### src/rtl/issue_scoreboard_pkg.sv
// Shared types and constants for the issue scoreboard.
//   sb_state_t : RUN / DRAIN / HALTED state of the stop/halt sequencer
//   reg_tag_t  : 6-bit register tag, bit 5 selects the fpr bank
//   RW_*       : writeback class encodings (2'b11 behaves as RW_NONE)
package issue_scoreboard_pkg;

  localparam int SB_NREG   = 64;
  localparam int SB_WAIT_W = 5;

  typedef enum logic [1:0] {SB_RUN, SB_DRAIN, SB_HALTED} sb_state_t;

  localparam logic [1:0] RW_NONE = 2'b00;
  localparam logic [1:0] RW_GPR  = 2'b01;
  localparam logic [1:0] RW_FPR  = 2'b10;

  typedef logic [5:0] reg_tag_t;

  // Only the gpr and fpr classes produce a result; 2'b11 is ignored.
  function automatic logic rw_writes(input logic [1:0] rw);
    return (rw == RW_GPR) || (rw == RW_FPR);
  endfunction

endpackage

### src/rtl/issue_scoreboard_if.sv
// Decode/execute-facing bundle of the issue scoreboard.
// Handshake: an instruction presented with id_valid=1 is consumed in the
// cycle where issue=1 (which already includes ex_ready); while stall=1 the
// decode side must hold the instruction stable. issue/stall are
// combinational in the same cycle; the remaining outputs are registered.
//   master : decode/execute side (drives instruction fields, ex_ready)
//   slave  : scoreboard side (drives issue, stall, busy, fpu_busy, halted,
//            dbg_state)
interface issue_scoreboard_if
  import issue_scoreboard_pkg::*;
#(
  parameter int NREG   = 64,
  parameter int WAIT_W = 5
);
  logic              id_valid;
  reg_tag_t          rs;
  reg_tag_t          rt;
  logic              use_s;
  logic              use_t;
  logic [1:0]        rw;
  logic [4:0]        rd;
  logic [WAIT_W-1:0] wait_time;
  logic              fpu_long;
  logic              stop;
  logic              ex_ready;
  logic              issue;
  logic              stall;
  logic [NREG-1:0]   busy;
  logic              fpu_busy;
  logic              halted;
  sb_state_t         dbg_state;

  modport master (
    output id_valid, rs, rt, use_s, use_t, rw, rd, wait_time, fpu_long, stop,
           ex_ready,
    input  issue, stall, busy, fpu_busy, halted, dbg_state
  );

  modport slave (
    input  id_valid, rs, rt, use_s, use_t, rw, rd, wait_time, fpu_long, stop,
           ex_ready,
    output issue, stall, busy, fpu_busy, halted, dbg_state
  );
endinterface

### src/rtl/issue_scoreboard_sb_counter.sv
// One countdown counter of the scoreboard (the sb_counter cell).
//   clk, rstn : clock, asynchronous active-low reset
//   i_load    : load i_val this cycle (wins over the decrement)
//   i_val     : value to load
//   o_nz      : counter is nonzero
module issue_scoreboard_sb_counter #(
  parameter int WAIT_W = 5
) (
  input  logic              clk,
  input  logic              rstn,
  input  logic              i_load,
  input  logic [WAIT_W-1:0] i_val,
  output logic              o_nz
);
  logic [WAIT_W-1:0] r_cnt;

  always_ff @(posedge clk or negedge rstn) begin
    if (!rstn) begin
      r_cnt <= '0;
    end else if (i_load) begin
      r_cnt <= i_val;
    end else if (r_cnt != '0) begin
      r_cnt <= r_cnt - WAIT_W'(1);
    end
  end

  assign o_nz = (r_cnt != '0);
endmodule

### src/rtl/issue_scoreboard.sv
// Issue-stage scoreboard between decode and execute. Tracks one countdown
// per register tag plus one for the non-pipelined long FPU unit, stalls
// RAW/WAW/structural hazards and sequences the stop -> drain -> halt flow.
//   clk, rstn : clock, asynchronous active-low reset
//   sb        : issue_scoreboard_if.slave (instruction in, issue/stall,
//               busy vector, fpu_busy, halted, dbg_state out)
module issue_scoreboard
  import issue_scoreboard_pkg::*;
#(
  parameter int NREG   = 64,
  parameter int WAIT_W = 5
) (
  input  logic                clk,
  input  logic                rstn,
  issue_scoreboard_if.slave   sb
);
  logic            w_writes;
  reg_tag_t        w_dtag;
  logic [NREG-1:0] w_busy;
  logic [NREG-1:0] w_load;
  logic            w_fpu_busy;
  logic            w_hazard;
  logic            w_issue;
  logic            w_set;
  sb_state_t       r_state;
  logic            r_halted;

  assign w_writes = rw_writes(sb.rw);
  assign w_dtag   = {sb.rw == RW_FPR, sb.rd};

  // Counters are registered, so an instruction whose source equals its own
  // destination only sees the state left by earlier instructions.
  assign w_hazard = (sb.use_s    && w_busy[sb.rs])
                 || (sb.use_t    && w_busy[sb.rt])
                 || (w_writes    && w_busy[w_dtag])
                 || (sb.fpu_long && w_fpu_busy);

  assign w_issue = sb.id_valid && sb.ex_ready && !w_hazard
                && (r_state == SB_RUN);

  // Single-cycle results are covered by forwarding, so wait_time=0 sets
  // nothing.
  assign w_set = w_issue && w_writes && (sb.wait_time != '0);

  for (genvar g = 0; g < NREG; g++) begin : g_reg_cnt
    assign w_load[g] = w_set && (w_dtag == reg_tag_t'(g));

    issue_scoreboard_sb_counter #(.WAIT_W(WAIT_W)) u_cnt (
      .clk    (clk),
      .rstn   (rstn),
      .i_load (w_load[g]),
      .i_val  (sb.wait_time),
      .o_nz   (w_busy[g])
    );
  end

  issue_scoreboard_sb_counter #(.WAIT_W(WAIT_W)) u_fpu_cnt (
    .clk    (clk),
    .rstn   (rstn),
    .i_load (w_issue && sb.fpu_long),
    .i_val  (sb.wait_time),
    .o_nz   (w_fpu_busy)
  );

  // Stop/halt sequencer. DRAIN exits only once every registered counter
  // has reached zero; HALTED is left only through reset.
  always_ff @(posedge clk or negedge rstn) begin
    if (!rstn) begin
      r_state  <= SB_RUN;
      r_halted <= 1'b0;
    end else begin
      case (r_state)
        SB_RUN: begin
          if (w_issue && sb.stop) r_state <= SB_DRAIN;
        end
        SB_DRAIN: begin
          if (!(|w_busy) && !w_fpu_busy) begin
            r_state  <= SB_HALTED;
            r_halted <= 1'b1;
          end
        end
        SB_HALTED: begin
          r_state <= SB_HALTED;
        end
        default: begin
          r_state  <= SB_RUN;
          r_halted <= 1'b0;
        end
      endcase
    end
  end

  assign sb.issue     = w_issue;
  assign sb.stall     = sb.id_valid && !w_issue;
  assign sb.busy      = w_busy;
  assign sb.fpu_busy  = w_fpu_busy;
  assign sb.halted    = r_halted;
  assign sb.dbg_state = r_state;
endmodule

### src/flat_wrapper.sv
// flat-port wrapper written by rule: the top's interface ports become plain ports
module issue_scoreboard_flat import issue_scoreboard_pkg::*;
#(
  parameter int NREG   = 64,
  parameter int WAIT_W = 5
)
  (clk, rstn, sb_id_valid, sb_rs, sb_rt, sb_use_s, sb_use_t, sb_rw, sb_rd, sb_wait_time, sb_fpu_long, sb_stop, sb_ex_ready, sb_issue, sb_stall, sb_busy, sb_fpu_busy, sb_halted, sb_dbg_state);
  issue_scoreboard_if #(.NREG(NREG), .WAIT_W(WAIT_W)) sb_i ();
  input  logic clk;
  input  logic rstn;
  input wire logic [$bits(sb_i.id_valid)-1:0] sb_id_valid;
  input wire logic [$bits(sb_i.rs)-1:0] sb_rs;
  input wire logic [$bits(sb_i.rt)-1:0] sb_rt;
  input wire logic [$bits(sb_i.use_s)-1:0] sb_use_s;
  input wire logic [$bits(sb_i.use_t)-1:0] sb_use_t;
  input wire logic [$bits(sb_i.rw)-1:0] sb_rw;
  input wire logic [$bits(sb_i.rd)-1:0] sb_rd;
  input wire logic [$bits(sb_i.wait_time)-1:0] sb_wait_time;
  input wire logic [$bits(sb_i.fpu_long)-1:0] sb_fpu_long;
  input wire logic [$bits(sb_i.stop)-1:0] sb_stop;
  input wire logic [$bits(sb_i.ex_ready)-1:0] sb_ex_ready;
  output wire logic [$bits(sb_i.issue)-1:0] sb_issue;
  output wire logic [$bits(sb_i.stall)-1:0] sb_stall;
  output wire logic [$bits(sb_i.busy)-1:0] sb_busy;
  output wire logic [$bits(sb_i.fpu_busy)-1:0] sb_fpu_busy;
  output wire logic [$bits(sb_i.halted)-1:0] sb_halted;
  output wire logic [$bits(sb_i.dbg_state)-1:0] sb_dbg_state;
  assign sb_i.id_valid = sb_id_valid;
  assign sb_i.rs = sb_rs;
  assign sb_i.rt = sb_rt;
  assign sb_i.use_s = sb_use_s;
  assign sb_i.use_t = sb_use_t;
  assign sb_i.rw = sb_rw;
  assign sb_i.rd = sb_rd;
  assign sb_i.wait_time = sb_wait_time;
  assign sb_i.fpu_long = sb_fpu_long;
  assign sb_i.stop = sb_stop;
  assign sb_i.ex_ready = sb_ex_ready;
  assign sb_issue = sb_i.issue;
  assign sb_stall = sb_i.stall;
  assign sb_busy = sb_i.busy;
  assign sb_fpu_busy = sb_i.fpu_busy;
  assign sb_halted = sb_i.halted;
  assign sb_dbg_state = sb_i.dbg_state;
  issue_scoreboard #(.NREG(NREG), .WAIT_W(WAIT_W)) u_core (.clk(clk), .rstn(rstn), .sb(sb_i));
endmodule
### config.mk
export PLATFORM = sky130hd
export DESIGN_NAME = issue_scoreboard_flat
export DESIGN_NICKNAME = d
export VERILOG_FILES = /design/src/rtl/issue_scoreboard_pkg.sv /design/src/rtl/issue_scoreboard_if.sv /design/src/rtl/issue_scoreboard_sb_counter.sv /design/src/rtl/issue_scoreboard.sv /design/src/flat_wrapper.sv
export SDC_FILE = /design/constraint.sdc
export NUM_CORES = 1
export LEC_CHECK = 0
export CAP_MARGIN = 20
export CORE_ASPECT_RATIO = 1.75
export CORE_MARGIN = 1.5
export CORE_UTILIZATION = 60
export CTS_CLUSTER_DIAMETER = 120
export DETAILED_ROUTE_END_ITERATION = 10
export PLACE_DENSITY_LB_ADDON = 0.08
export SYNTH_ARGS = -nofsm -noshare
export SYNTH_HDL_FRONTEND = slang
export SYNTH_SLANG_ARGS = --single-unit
### constraint.sdc
create_clock -name clk -period 5.2 [get_ports clk]
set_input_delay 0.52 -clock clk [delete_from_list [all_inputs] [get_ports clk]]
set_output_delay 0.52 -clock clk [all_outputs]
set_load 0.05 [all_outputs]
# Word-level counts from Yosys, hierarchy flattened
# Cells that the tools add are included.
# totals
out_inout_bits	70
register_bits	328
# op_classes
mux	141
magnitude_cmp	3
eq_ne	69
n_reduce_logical	222
addsub	65
bitwise_logic	1
# op_table
cell	count
5-bit two-way mux	130
5-bit nonzero test	66
5-bit by 1-bit subtractor with 5-bit output, second input constant	65
6-bit == test, second input constant	32
2-bit nonzero test	65
6-bit by 5-bit == test with 1-bit output, second input constant	16
1-bit logical AND	77
64-bit OR reduction	1
6-bit by 4-bit == test with 1-bit output, second input constant	8
6-bit by 3-bit == test with 1-bit output, second input constant	4
6-bit by 7-bit < comparator with 1-bit output, second input constant	3
1-bit binary-select mux with 6-bit select	3
6-bit by 2-bit == test with 1-bit output, second input constant	2
6-bit by 1-bit == test with 1-bit output, second input constant	1
6-bit logical NOT	1
2-bit case mux with 3 select lines	1
2-bit by 1-bit == test with 1-bit output, second input constant	2
2-bit == test, second input constant	2
1-bit logical NOT	4
1-bit logical OR	4
1-bit two-way mux	4
2-bit two-way mux	2
2-bit AND reduction	2
2-bit logical NOT	1
other kinds (5)	5

# Logic depth before layout (Yosys ltp)
# Gate-level depths: netlist of the first run.
# logic_depth
ltp_word	14
depth_mapped	16
mapped_depth_nobuf	14

# Hierarchy
# A second synthesis of the first run with hierarchy kept.
# hier_totals
cells_unflattened	2064
area_unflattened_um2	20847.5
# by_module_without_submodules
module	cells_per_inst	area_each_um2	instances
issue_scoreboard_sb_counter	27	280.3	65
issue_scoreboard	309	2630.0	1

# Worst setup path after synthesis of the first run
# No wires, ideal clock.
# synth_path
path_kind	reg2reg
startpoint	reg u_core.g_reg_cnt[55].u_cnt.r_cnt[0]
endpoint	reg u_core.g_reg_cnt[50].u_cnt.r_cnt[2]
required_ns	5.118
t_arrival_ns	3.322
path_stages_with_launch	16
setup_time_ns	0.082
synth_period_minus_slack_ns	3.404
path_slack_ns	1.796
n_path_buf	3
cell_sequence	dfrtp_1 -> inv_1 -> ha_1 -> or4b_1 -> buf_2 -> mux4_2 -> or2_0 -> a21oi_1 -> o311ai_1 -> o211ai_2 -> nand3_1 -> inv_2 -> nand3_1 -> buf_2 -> buf_2 -> o22ai_1
# synth_via
elab_chain_len	14
# synth_rtl
element	line_no	text
from (decl)	issue_scoreboard_sb_counter.sv:15	logic [WAIT_W-1:0] r_cnt;
from (signal assigned)	issue_scoreboard_sb_counter.sv:21	r_cnt <= i_val;
from (signal assigned)	issue_scoreboard_sb_counter.sv:23	r_cnt <= r_cnt - WAIT_W'(1);
5-bit nonzero test (*)	issue_scoreboard_sb_counter.sv:27	assign o_nz = (r_cnt != '0);
named net u_core.g_reg_cnt[55].u_cnt.o_nz	issue_scoreboard_sb_counter.sv:13	output logic o_nz
1-bit binary-select mux with 6-bit select (on tied branches)	issue_scoreboard.sv:33, issue_scoreboard.sv:34	
1-bit two-way mux (on tied branches)	issue_scoreboard.sv:33, issue_scoreboard.sv:34	
1-bit logical AND (on tied branches)	issue_scoreboard.sv:33, issue_scoreboard.sv:34	
1-bit logical OR	issue_scoreboard.sv:34	|| (sb.use_t && w_busy[sb.rt])
1-bit logical OR (*)	issue_scoreboard.sv:35	|| (w_writes && w_busy[w_dtag])
1-bit logical OR (*)	issue_scoreboard.sv:36	|| (sb.fpu_long && w_fpu_busy);
1-bit logical NOT (*)	issue_scoreboard.sv:38	assign w_issue = sb.id_valid && sb.ex_ready && !w_hazard
1-bit logical AND (*)	issue_scoreboard.sv:38	
1-bit logical AND (*)	issue_scoreboard.sv:39	&& (r_state == SB_RUN);
named net sb_issue	flat_wrapper.sv:22	output wire logic [$bits(sb_i.issue)-1:0] sb_issue;
1-bit logical AND (*) (2 in a row)	issue_scoreboard.sv:43	assign w_set = w_issue && w_writes && (sb.wait_time != '0);
1-bit logical AND (*)	issue_scoreboard.sv:46	assign w_load[g] = w_set && (w_dtag == reg_tag_t'(g));
5-bit two-way mux / 2-bit nonzero test (equally long branches)	--	
to (signal assigned)	issue_scoreboard_sb_counter.sv:21	
to (signal assigned)	issue_scoreboard_sb_counter.sv:23	
to (decl)	issue_scoreboard_sb_counter.sv:15	
# The timed path passes the listed nets; every way through them passes the cells marked *. The select of a mux whose other input is x is not followed.
# A chain may end at the register's enable or synchronous reset.

# Worst setup path after layout of the first run
# layout_path
startpoint	reg u_core.g_reg_cnt[60].u_cnt.r_cnt[0]
endpoint	out sb_issue
# layout_via
elab_chain_len	10
# layout_rtl
element	line_no
from (decl)	issue_scoreboard_sb_counter.sv:15
from (signal assigned)	issue_scoreboard_sb_counter.sv:21
from (signal assigned)	issue_scoreboard_sb_counter.sv:23
5-bit nonzero test (*)	issue_scoreboard_sb_counter.sv:27
1-bit binary-select mux with 6-bit select (on tied branches)	issue_scoreboard.sv:33, issue_scoreboard.sv:34
1-bit two-way mux (on tied branches)	issue_scoreboard.sv:33, issue_scoreboard.sv:34
1-bit logical AND (on tied branches)	issue_scoreboard.sv:33, issue_scoreboard.sv:34
1-bit logical OR	issue_scoreboard.sv:34
1-bit logical OR (*)	issue_scoreboard.sv:35
1-bit logical OR (*)	issue_scoreboard.sv:36
1-bit logical NOT (*)	issue_scoreboard.sv:38
1-bit logical AND (*)	issue_scoreboard.sv:38
1-bit logical AND (*)	issue_scoreboard.sv:39
to (decl)	flat_wrapper.sv:22
# Every way passes the cells marked *; elsewhere a longest branch is shown, timed or not. The select of a mux whose other input is x is not followed.

==> metrics.cfg, run 1 <==
[yosys]
yosysTopAreaCell = dfrtp_1
syn-instance-count = 2351
syn_area_mm2 = 0.0218
yosysUniqueCellTypes = 69
ys_ff_latch = 328
syn_area_per_cell_um2 = 9.28
ys_warn_count = 0
ys_seq_area_share_pct = 37.6
synth_top_area_share_pct = 37.6
synth_edf_count = 0
synth.area.top_cells = dfrtp_1, ha_1, mux2_2
ys.flop_type = dfrtp_1
synth-async-reset-ratio_pct = 100
mappedNetlistNets = 2516

[detailed_routing]
viasPerCell = 6.19
first_pass_iters = 5
drt-initial-drc-count = 1268
vias = 17800
totalWireLength_um = 64700
drc_errors = 0
wl_per_cell_um = 22.5
ant_nets = 0

[sta]
tns_ns = 0
fmax_ghz = 0.217
setup_violations = 0
period_share_pct = 88.7
grt_setup_unrepaired = no
post-route-min-period_ns = 4.61
worst_slew_pin_slew_ns = 1.13
drv_slew = 0
fin_skew_ns = 0.0139
max_slew_margin_pct = 24.5
finalHoldViolCount = 0

[finish]
seq_area_mm2 = 0.00821
fillCellCount = 2941
fin_util_pct = 67.2
drive_gt1_share_pct = 14.6
area_delta_synth_final_pct = 10.6
num-nets-final = 2541
multi_input_area_mm2 = 0.0120

[worst_setup_path]
end_kind = output pin
reg2reg_to = u_core.g_reg_cnt[52].u_cnt.r_cnt[0]
required_ns = 4.68
cp_slowest_stage_delay_ns = 0.71
crit_type = flip-flop to output pin
crit_slowest_cell = or4b_1
cp.arrival_ns = 4.09
crit_start = u_core.g_reg_cnt[60].u_cnt.r_cnt[0]
crit_chain = inv_1 -> ha_1 -> or4b_1 -> mux4_2 -> nand2b_1 -> o21ai_1 -> o32ai_1 -> o32ai_2 -> nand3_1 -> inv_2 -> buf_12
worst-path-max-fanout = 10
r2r_cells = 12
reg2reg_setup_slack_ns = 0.86
reg2reg_from = u_core.g_reg_cnt[55].u_cnt.r_cnt[0]
start_kind = flip-flop

[run_status]
status = finished clean

[clock_tree]
cts.path.max_buffers = 3
cts_root_buffer = clkbuf_16
cts_tree = yes
insertion_delay_ns = 0.53
ctsHtreeMaxLevel = 2
clk_pin_slew_worst_paths_ns = 0.06
cts_sinks = 328
numCtsBuffers = 34

[global_route]
antenna_found_initial = 1
grt_pass1_wl_um = 101000
grt.busiest_layer = met2
grt.total_usage_pct = 34.8
grt_max_degree = 148
overflow = 0
met3_usage_pct = 4.93
grt_pass1_vias = 18100
grt_use_met2_pct = 61.5
grt_util_met1_pct = 40.7

[die]
fp.dieW_um = 147
dieHeight_um = 255
rows = 92
core-area_mm2 = 0.0359
initial_core_util_pct = 60.8
die-area_mm2 = 0.0376
io-pin-count = 102

[hold_path]
hold_class = input port to asynchronous set/reset pin

[job]
maxCapViolCount = 0

[placement]
portBuffers = 101
hpwl_um = 46300
gp_congestion = 0.993

[power_and_ir_drop]
ir_drop_v = 0.000272
power_density_mw_per_mm2 = 223
p_leak_nw = 11.0

worst max path at each step:
stage | cells past startpoint | to | slack [ns]
2_1_floorplan | 15 | u_core.g_reg_cnt[50].u_cnt.r_cnt[2] | 1.80
3_3_place_gp | 10 | u_core.g_reg_cnt[52].u_cnt.r_cnt[0] | 0.65
3_5_place_dp | 10 | u_core.g_reg_cnt[52].u_cnt.r_cnt[0] | 0.58
4_1_cts | 11 | sb_issue | 0.58
5_1_grt | 11 | sb_issue | 0.37
6_report | 11 | sb_issue | 0.59
report_power, final:
group          internal (mW)  switching (mW)  total [mW]
Combinational         0.0753           0.219       0.294
Clock                   1.50            1.04        2.53
Sequential              2.55               0        2.55
Total                   4.12            1.26        5.38
cell families after synthesis:
group	Yosys count	share of synthesized area, %
flip-flops	328	37.6
multiplexers	165	9.30
AND/OR/NAND/NOR	764	19.9
buffers and inverters	352	7.51
AO/OA/AOI/OAI	441	11.3
XOR/XNOR	168	6.74
adder cells (fa/ha/maj)	133	7.62
state kept, by name (all words and copies together), names as in the netlist:
name,cells
u_core.u_fpu_cnt.r_cnt,5
u_core.g_reg_cnt.u_cnt.r_cnt,320
u_core.sb.halted,1
u_core.sb.dbg_state,2
routing by layer:
layer	share of wire, %	wire [um]
met4	5.5	3570
met1	37	24000
met3	6.1	3970
met2	51	33200
met5	0	0
repair_timing:
item | in CTS | in global routing
gates resized for setup | 0 | 0
hold buffers | 1 | 0
hold endpoints to repair | 41 | 0
setup buffers | 0 | 0
cell type report:
cell class | count | area share [%]
Timing Repair Buffer | 166 | 6.44
Clock inverter | 8 | 0.373
Antenna cell | 1 | 0.0104
Multi-Input combinational cell | 1671 | 49.7
Tap cell | 470 | 2.44
Sequential cell | 328 | 34.0
Clock buffer | 53 | 4.37
Inverter | 175 | 2.72
through the flow:
| step | total power [mW] | setup slack (ns) | std cells | cell area [um^2] | hold WS, ns |
|---|---|---|---|---|---|
| after global routing | 5.54 | 0.373 | 2872 | 24100 | 0.501 |
| after floorplan | 2.73 | 1.80 | 2351 | 21800 | 0.224 |
| final | 5.38 | 0.590 | 2872 | 24100 | 0.473 |
| after CTS | 5.42 | 0.584 | 2871 | 24100 | 0.482 |
| after detailed placement | 2.89 | 0.584 | 2809 | 23000 | 0.436 |
| after global placement | 2.89 | 0.651 | 2808 | 23000 | 0.432 |
critical path: cells and delay by family, from the launching register on:
family,cells,cell delay [ns]
AO/OA/AOI/OAI,3,0.75
adder cells (fa/ha/maj),1,0.19
buffers and inverters,3,0.56
flip-flops,1,0.38
multiplexers,1,0.53
AND/OR/NAND/NOR,3,1.14
Yosys cell counts (11+ instances only):
master    instances
a21oi_1         167
buf_1            12
buf_2            23
buf_4            65
clkbuf_1         71
dfrtp_1         328
ha_1            133
inv_1           170
mux2_1           28
mux2_2          105
mux2i_1          15
mux4_2           17
nand2_1         183
nand2b_1         13
nand3_1          17
nand4_1          11
nor2_1          163
nor2b_1          32
nor3_1          146
nor3_2           49
nor4_1           18
nor4b_1          12
nor4b_2          17
o21ai_0         121
o21ai_1          32
o22ai_1          74
or3_1            29
or4b_1           18
or4b_2           17
xnor2_1         124
xor2_1           44
cells in the final DEF, fill, tap and decap left out, types with 7 or more instances in the layout:
| cell type | synthesis | layout |
|---|---|---|
| a211oi_1 | 7 | 7 |
| a21oi_1 | 167 | 167 |
| buf_4 | 65 | 61 |
| clkbuf_1 | 71 | 9 |
| clkbuf_16 | 0 | 37 |
| clkbuf_8 | 0 | 7 |
| clkdlybuf4s50_1 | 0 | 96 |
| dfrtp_1 | 328 | 328 |
| ha_1 | 133 | 133 |
| inv_1 | 170 | 170 |
| mux2_1 | 28 | 28 |
| mux2_2 | 105 | 105 |
| mux2i_1 | 15 | 15 |
| mux4_2 | 17 | 17 |
| nand2_1 | 183 | 183 |
| nand2b_1 | 13 | 13 |
| nand3_1 | 17 | 16 |
| nand4_1 | 11 | 11 |
| nor2_1 | 163 | 163 |
| nor2b_1 | 32 | 32 |
| nor3_1 | 146 | 146 |
| nor3_2 | 49 | 49 |
| nor3_4 | 10 | 10 |
| nor4_1 | 18 | 18 |
| nor4b_1 | 12 | 12 |
| nor4b_2 | 17 | 17 |
| o21ai_0 | 121 | 121 |
| o21ai_1 | 32 | 32 |
| o22ai_1 | 74 | 74 |
| or3_1 | 29 | 29 |
| or4b_1 | 18 | 18 |
| or4b_2 | 17 | 17 |
| xnor2_1 | 124 | 124 |
| xor2_1 | 44 | 44 |
(Power assumes the default switching activity.)
==> inputs of run 2 (changes only) <==
Settings changed: PLACE_DENSITY set to 0.79, PLACE_DENSITY_LB_ADDON 0.08 to not set.
==> run 2 against run 1 <==
Worst setup slack worse by 0.25 ns. Combinational power up 2%. Power fell by 2.2%. Non-clock buffer count increased by 7. Design area is essentially flat. Sequential share of layout area hardly changed.
==> metrics.cfg, run 2 (synthesized netlist as in run 1, its figures left out) <==
[sta]
max_slew_margin_pct = 28.4
fmax_ghz = 0.206
setup_violations = 0
worst_slew_pin_slew_ns = 1.07
drv_slew = 0
post-route-min-period_ns = 4.86
period_share_pct = 93.5
grt_setup_unrepaired = no
tns_ns = 0
finalHoldViolCount = 0
fin_skew_ns = 0.0154

[global_route]
overflow = 0
grt_pass1_vias = 19200
antenna_found_initial = 2
grt.total_usage_pct = 35.8
grt_pass1_wl_um = 104000
grt_max_degree = 148

[hold_path]
hold_class = input port to asynchronous set/reset pin

[die]
initial_core_util_pct = 60.8
dieHeight_um = 255
die-area_mm2 = 0.0376
rows = 92
fp.dieW_um = 147
core-area_mm2 = 0.0359
io-pin-count = 102

[detailed_routing]
totalWireLength_um = 66400
wl_per_cell_um = 23.1
viasPerCell = 6.34
vias = 18200
drc_errors = 0
first_pass_iters = 7
drt-initial-drc-count = 1444
ant_nets = 0

[clock_tree]
insertion_delay_ns = 0.59
cts_setup_buffers = 0
cts.path.max_buffers = 3
cts_root_buffer = clkbuf_16
cts_sinks = 328
clk_pin_slew_worst_paths_ns = 0.07
cts_tree = yes
numCtsBuffers = 31
ctsHtreeMaxLevel = 1

[job]
maxCapViolCount = 0

[finish]
layout_common_cells = dfrtp_1, nand2_1, inv_1
top_register = u_core.g_reg_cnt.u_cnt.r_cnt
drive_gt1_share_pct = 14.9
fin_util_pct = 67.2
mostFrequentLayoutCell = dfrtp_1
num-nets-final = 2545
largest_reg_flops = 320
fillCellCount = 2812
seq_area_mm2 = 0.00821
area_delta_synth_final_pct = 10.7
multi_input_area_mm2 = 0.0120

[worst_setup_path]
required_ns = 4.68
crit_type = flip-flop to output pin
crit_start = u_core.g_reg_cnt[56].u_cnt.r_cnt[0]
end_kind = output pin
worst-path-max-fanout = 10
reg2reg_from = u_core.g_reg_cnt[56].u_cnt.r_cnt[0]
start_kind = flip-flop
cp.arrival_ns = 4.34

[power_and_ir_drop]
p_sw_mw = 1.25
p_leak_nw = 10.9
ir_drop_v = 0.000262
seq_power_share_pct = 48.5
combPwrFrac_pct = 5.7
power_frac_clock_pct = 45.8
power_density_mw_per_mm2 = 218
internal_power_mw = 4.01
power.share.switching_pct = 23.8

[placement]
portBuffers = 101
hpwl_um = 47700
gp_congestion = 1.04

[run_status]
status = finished clean

==> run 2: layer usage <==
layer  vias to the layer above  GRT usage (%)  share of wire (%)
met1                      8879           38.6                 34
met5                         -              0                  0
met4                         0           30.0                9.7
met2                       807           60.1                 49
li1                       8202              -                  -
met3                       354           6.84                7.5
==> run 2: path summary, 6_finish.rpt <==
| path | endpoint | slack (ns) | cells after the start |
|---|---|---|---|
| worst max-delay path | sb_issue | 0.34 | 11 |
| worst min-delay path | u_core.g_reg_cnt[16].u_cnt.r_cnt[2] | 0.49 | 2 |
| worst max register to register | u_core.g_reg_cnt[57].u_cnt.r_cnt[3] | 0.77 | 13 |
| worst min register to register | u_core.g_reg_cnt[59].u_cnt.r_cnt[4] | 0.52 | 2 |
| max in group asynchronous | u_core.g_reg_cnt[7].u_cnt.r_cnt[0] | 3.41 | 3 |
| min in group clk | u_core.sb.dbg_state[0] | 0.50 | 3 |
==> run 2: repair_timing <==
item / CTS / global route
hold buffers: 1 / 0
hold endpoints to repair: 75 / 0
endpoints found under the setup margin: 0 / 1
resized for setup: 0 / 1
==> run 2: area by class of cell <==
type	instances	area share, %
multi-input cells	1671	49.7
flip-flops and latches	328	34.0
repair buffers	173	6.73
clock buffers	43	3.65
inverters	175	2.72
well taps	470	2.43
clock inverters	14	0.777
diodes	2	0.0207
==> run 2: critical path, cell delays in order (launching register included) <==
cell,delay (ns)
dfrtp_1,0.38
inv_1,0.13
ha_1,0.18
or4b_1,0.70
mux4_2,0.55
nand2b_1,0.16
o21ai_1,0.12
o32ai_1,0.13
o32ai_2,0.54
nand3_1,0.35
inv_2,0.33
buf_12,0.18
==> run 2: stage by stage <==
step                hold slack [ns]  setup slack (ns)  instances  total power [mW]  instance area (um^2)
floorplan                     0.224              1.80       2351              2.73                 21800
global placement              0.477             0.569       2814              2.89                 23000
detailed placement            0.500             0.534       2815              2.89                 23000
CTS                           0.486             0.285       2873              5.28                 24100
global route                  0.535             0.252       2876              5.39                 24200
finish                        0.486             0.338       2876              5.26                 24200
==> run 2: power groups by stage <==
stage / Clock, mW / Sequential [mW] / Combinational (mW)
CTS: 2.44 / 2.55 / 0.296
global route: 2.52 / 2.55 / 0.320
finish: 2.41 / 2.55 / 0.300
floorplan: 0 / 2.60 / 0.129
detailed placement: 0 / 2.60 / 0.294
global placement: 0 / 2.60 / 0.292
==> inputs of run 3 (changes only) <==
Settings changed: MAX_ROUTING_LAYER set to met4.
==> run 3 against run 2 <==
Count of clock-buffer cells in the layout up 5. Critical path type unchanged. First-iteration DRC count up 0.90%. Combinational power about the same. Largest power group unchanged.
==> metrics.cfg, run 3 (synthesized netlist as in run 1, its figures left out) <==
[worst_setup_path]
required_ns = 4.68
start_kind = flip-flop
cp_top_family = buffers and inverters
cp_slowest_stage_delay_ns = 0.62
cp.arrival_ns = 4.31
worst-path-max-fanout = 10
crit_slowest_cell = nor4b_1
crit_type = flip-flop to output pin
end_kind = output pin
critPathMostFrequentCell = inv_1
path_buf_inv = 4
crit_chain = inv_1 -> ha_1 -> nor4b_1 -> inv_1 -> mux4_2 -> a21oi_1 -> nor2_1 -> o211ai_2 -> nand3_1 -> inv_2 -> buf_12

[clock_tree]
cts_tree = yes
cts_setup_buffers = 0
insertion_delay_ns = 0.59
cts_root_buffer = clkbuf_16
cts_sinks = 328
hold_buffers = 1
numCtsBuffers = 31
cts_resized = 0
clk_pin_slew_worst_paths_ns = 0.06
cts.path.max_buffers = 3
ctsHtreeMaxLevel = 1

[sta]
finalHoldViolCount = 0
tns_ns = 0
drv_slew = 0
post-route-min-period_ns = 4.83
fmax_ghz = 0.207
max_slew_margin_pct = 23.5
period_share_pct = 92.9
fin_skew_ns = 0.0221
worst_slew_pin_slew_ns = 1.14
setup_violations = 0
grt_setup_unrepaired = no

[detailed_routing]
drc_errors = 0
wl_per_cell_um = 23.1
totalWireLength_um = 66400
drt-initial-drc-count = 1457
vias = 18200
ant_nets = 0
viasPerCell = 6.34
first_pass_iters = 6

[die]
dieHeight_um = 255
die-area_mm2 = 0.0376
rows = 92
io-pin-count = 102
fp.dieW_um = 147
core-area_mm2 = 0.0359
initial_core_util_pct = 60.8

[placement]
portBuffers = 101
gp_congestion = 1.03
hpwl_um = 47500

[finish]
num-nets-final = 2547
top_register = u_core.g_reg_cnt.u_cnt.r_cnt
drive_gt1_share_pct = 14.6
largest_reg_flops = 320
layout_common_cells = dfrtp_1, nand2_1, inv_1
fillCellCount = 2867
mostFrequentLayoutCell = dfrtp_1
area_delta_synth_final_pct = 10.3

[job]
maxCapViolCount = 0

[global_route]
grt.total_usage_pct = 36.4
grt_pass1_vias = 18900
grt_pass1_wl_um = 103000
overflow = 0
grt_max_degree = 136
antenna_found_initial = 2

[power_and_ir_drop]
p_leak_nw = 10.9
power_mw = 5.12
power_density_mw_per_mm2 = 213
ir_drop_v = 0.000231

[hold_path]
hold_class = flip-flop to flip-flop

[run_status]
status = finished clean

-- run 3: changes by cell type in the layout (fill, tap and decap cells not counted) --
cell / before / now
buf_16: 1 / 0
clkbuf_1: 6 / 12
buf_12: 5 / 6
nor4b_1: 11 / 12
nor4b_2: 18 / 17
clkbuf_8: 6 / 5
clkinv_2: 4 / 3
bufinv_16: 4 / 2
clkinvlp_4: 4 / 1
buf_4: 67 / 69
clkinv_4: 2 / 1
-- run 3: metrics by stage --
stage               cell area [um^2]  utilization [%]  std cells  setup slack, ns  hold WS (ns)
floorplan                      21800                -       2351             1.80         0.224
global route                   24100             67.0       2876            0.181         0.518
finish                         24100             67.0       2876            0.370         0.519
global placement               23000             64.2       2817            0.616         0.478
CTS                            24000             66.9       2873            0.440         0.502
detailed placement             23000             64.2       2817            0.494         0.488
-- run 3: worst register-to-register path: stages, from the launching register on --
cell	delay [ns]
dfrtp_1	0.40
inv_1	0.11
ha_1	0.18
nor4b_1	0.62
inv_1	0.43
mux4_2	0.57
a21oi_1	0.22
nor2_1	0.07
o211ai_2	0.36
nand4_4	0.26
or2_2	0.63
buf_12	0.28
o21ai_0	0.22
-- run 3: power by group --
part	switching (mW)	internal (mW)	total (mW)
Sequential	0	2.55	2.55
Combinational	0.222	0.0777	0.300
Clock	1.00	1.27	2.27
-- run 3: area by class of cell --
class                           instances  area (um^2)  share of cell area (%)
Sequential cell                       328         8210                    34.1
Tap cell                              470          588                    2.44
Timing Repair Buffer                  175         1630                    6.79
Antenna cell                            2         5.00                  0.0208
Multi-Input combinational cell       1671        12000                    49.8
Clock inverter                          7         91.3                   0.380
Inverter                              175          657                    2.73
Clock buffer                           48          890                    3.70
-- run 3: final timing paths --
kind | from | endpoint | slack (ns) | cells past startpoint
max | u_core.g_reg_cnt[42].u_cnt.r_cnt[0] | sb_issue | 0.37 | 11
min in group asynchronous | rstn | u_core.g_reg_cnt[32].u_cnt.r_cnt[4] | 0.54 | 2
max reg2reg | u_core.g_reg_cnt[42].u_cnt.r_cnt[0] | u_core.g_reg_cnt[43].u_cnt.r_cnt[4] | 0.76 | 12
min reg2reg | u_core.u_fpu_cnt.r_cnt[4] | u_core.u_fpu_cnt.r_cnt[4] | 0.52 | 1
min | u_core.u_fpu_cnt.r_cnt[4] | u_core.u_fpu_cnt.r_cnt[4] | 0.52 | 1
max in group asynchronous | rstn | u_core.g_reg_cnt[53].u_cnt.r_cnt[4] | 3.38 | 3
-- run 3: metal layers --
metal	part of all wire (%)	global-route usage (%)	up-vias
met5	0	-	-
met3	6.8	5.09	350
li1	-	-	8180
met2	49	60.1	805
met4	9.2	28.2	0
met1	35	39.2	8907
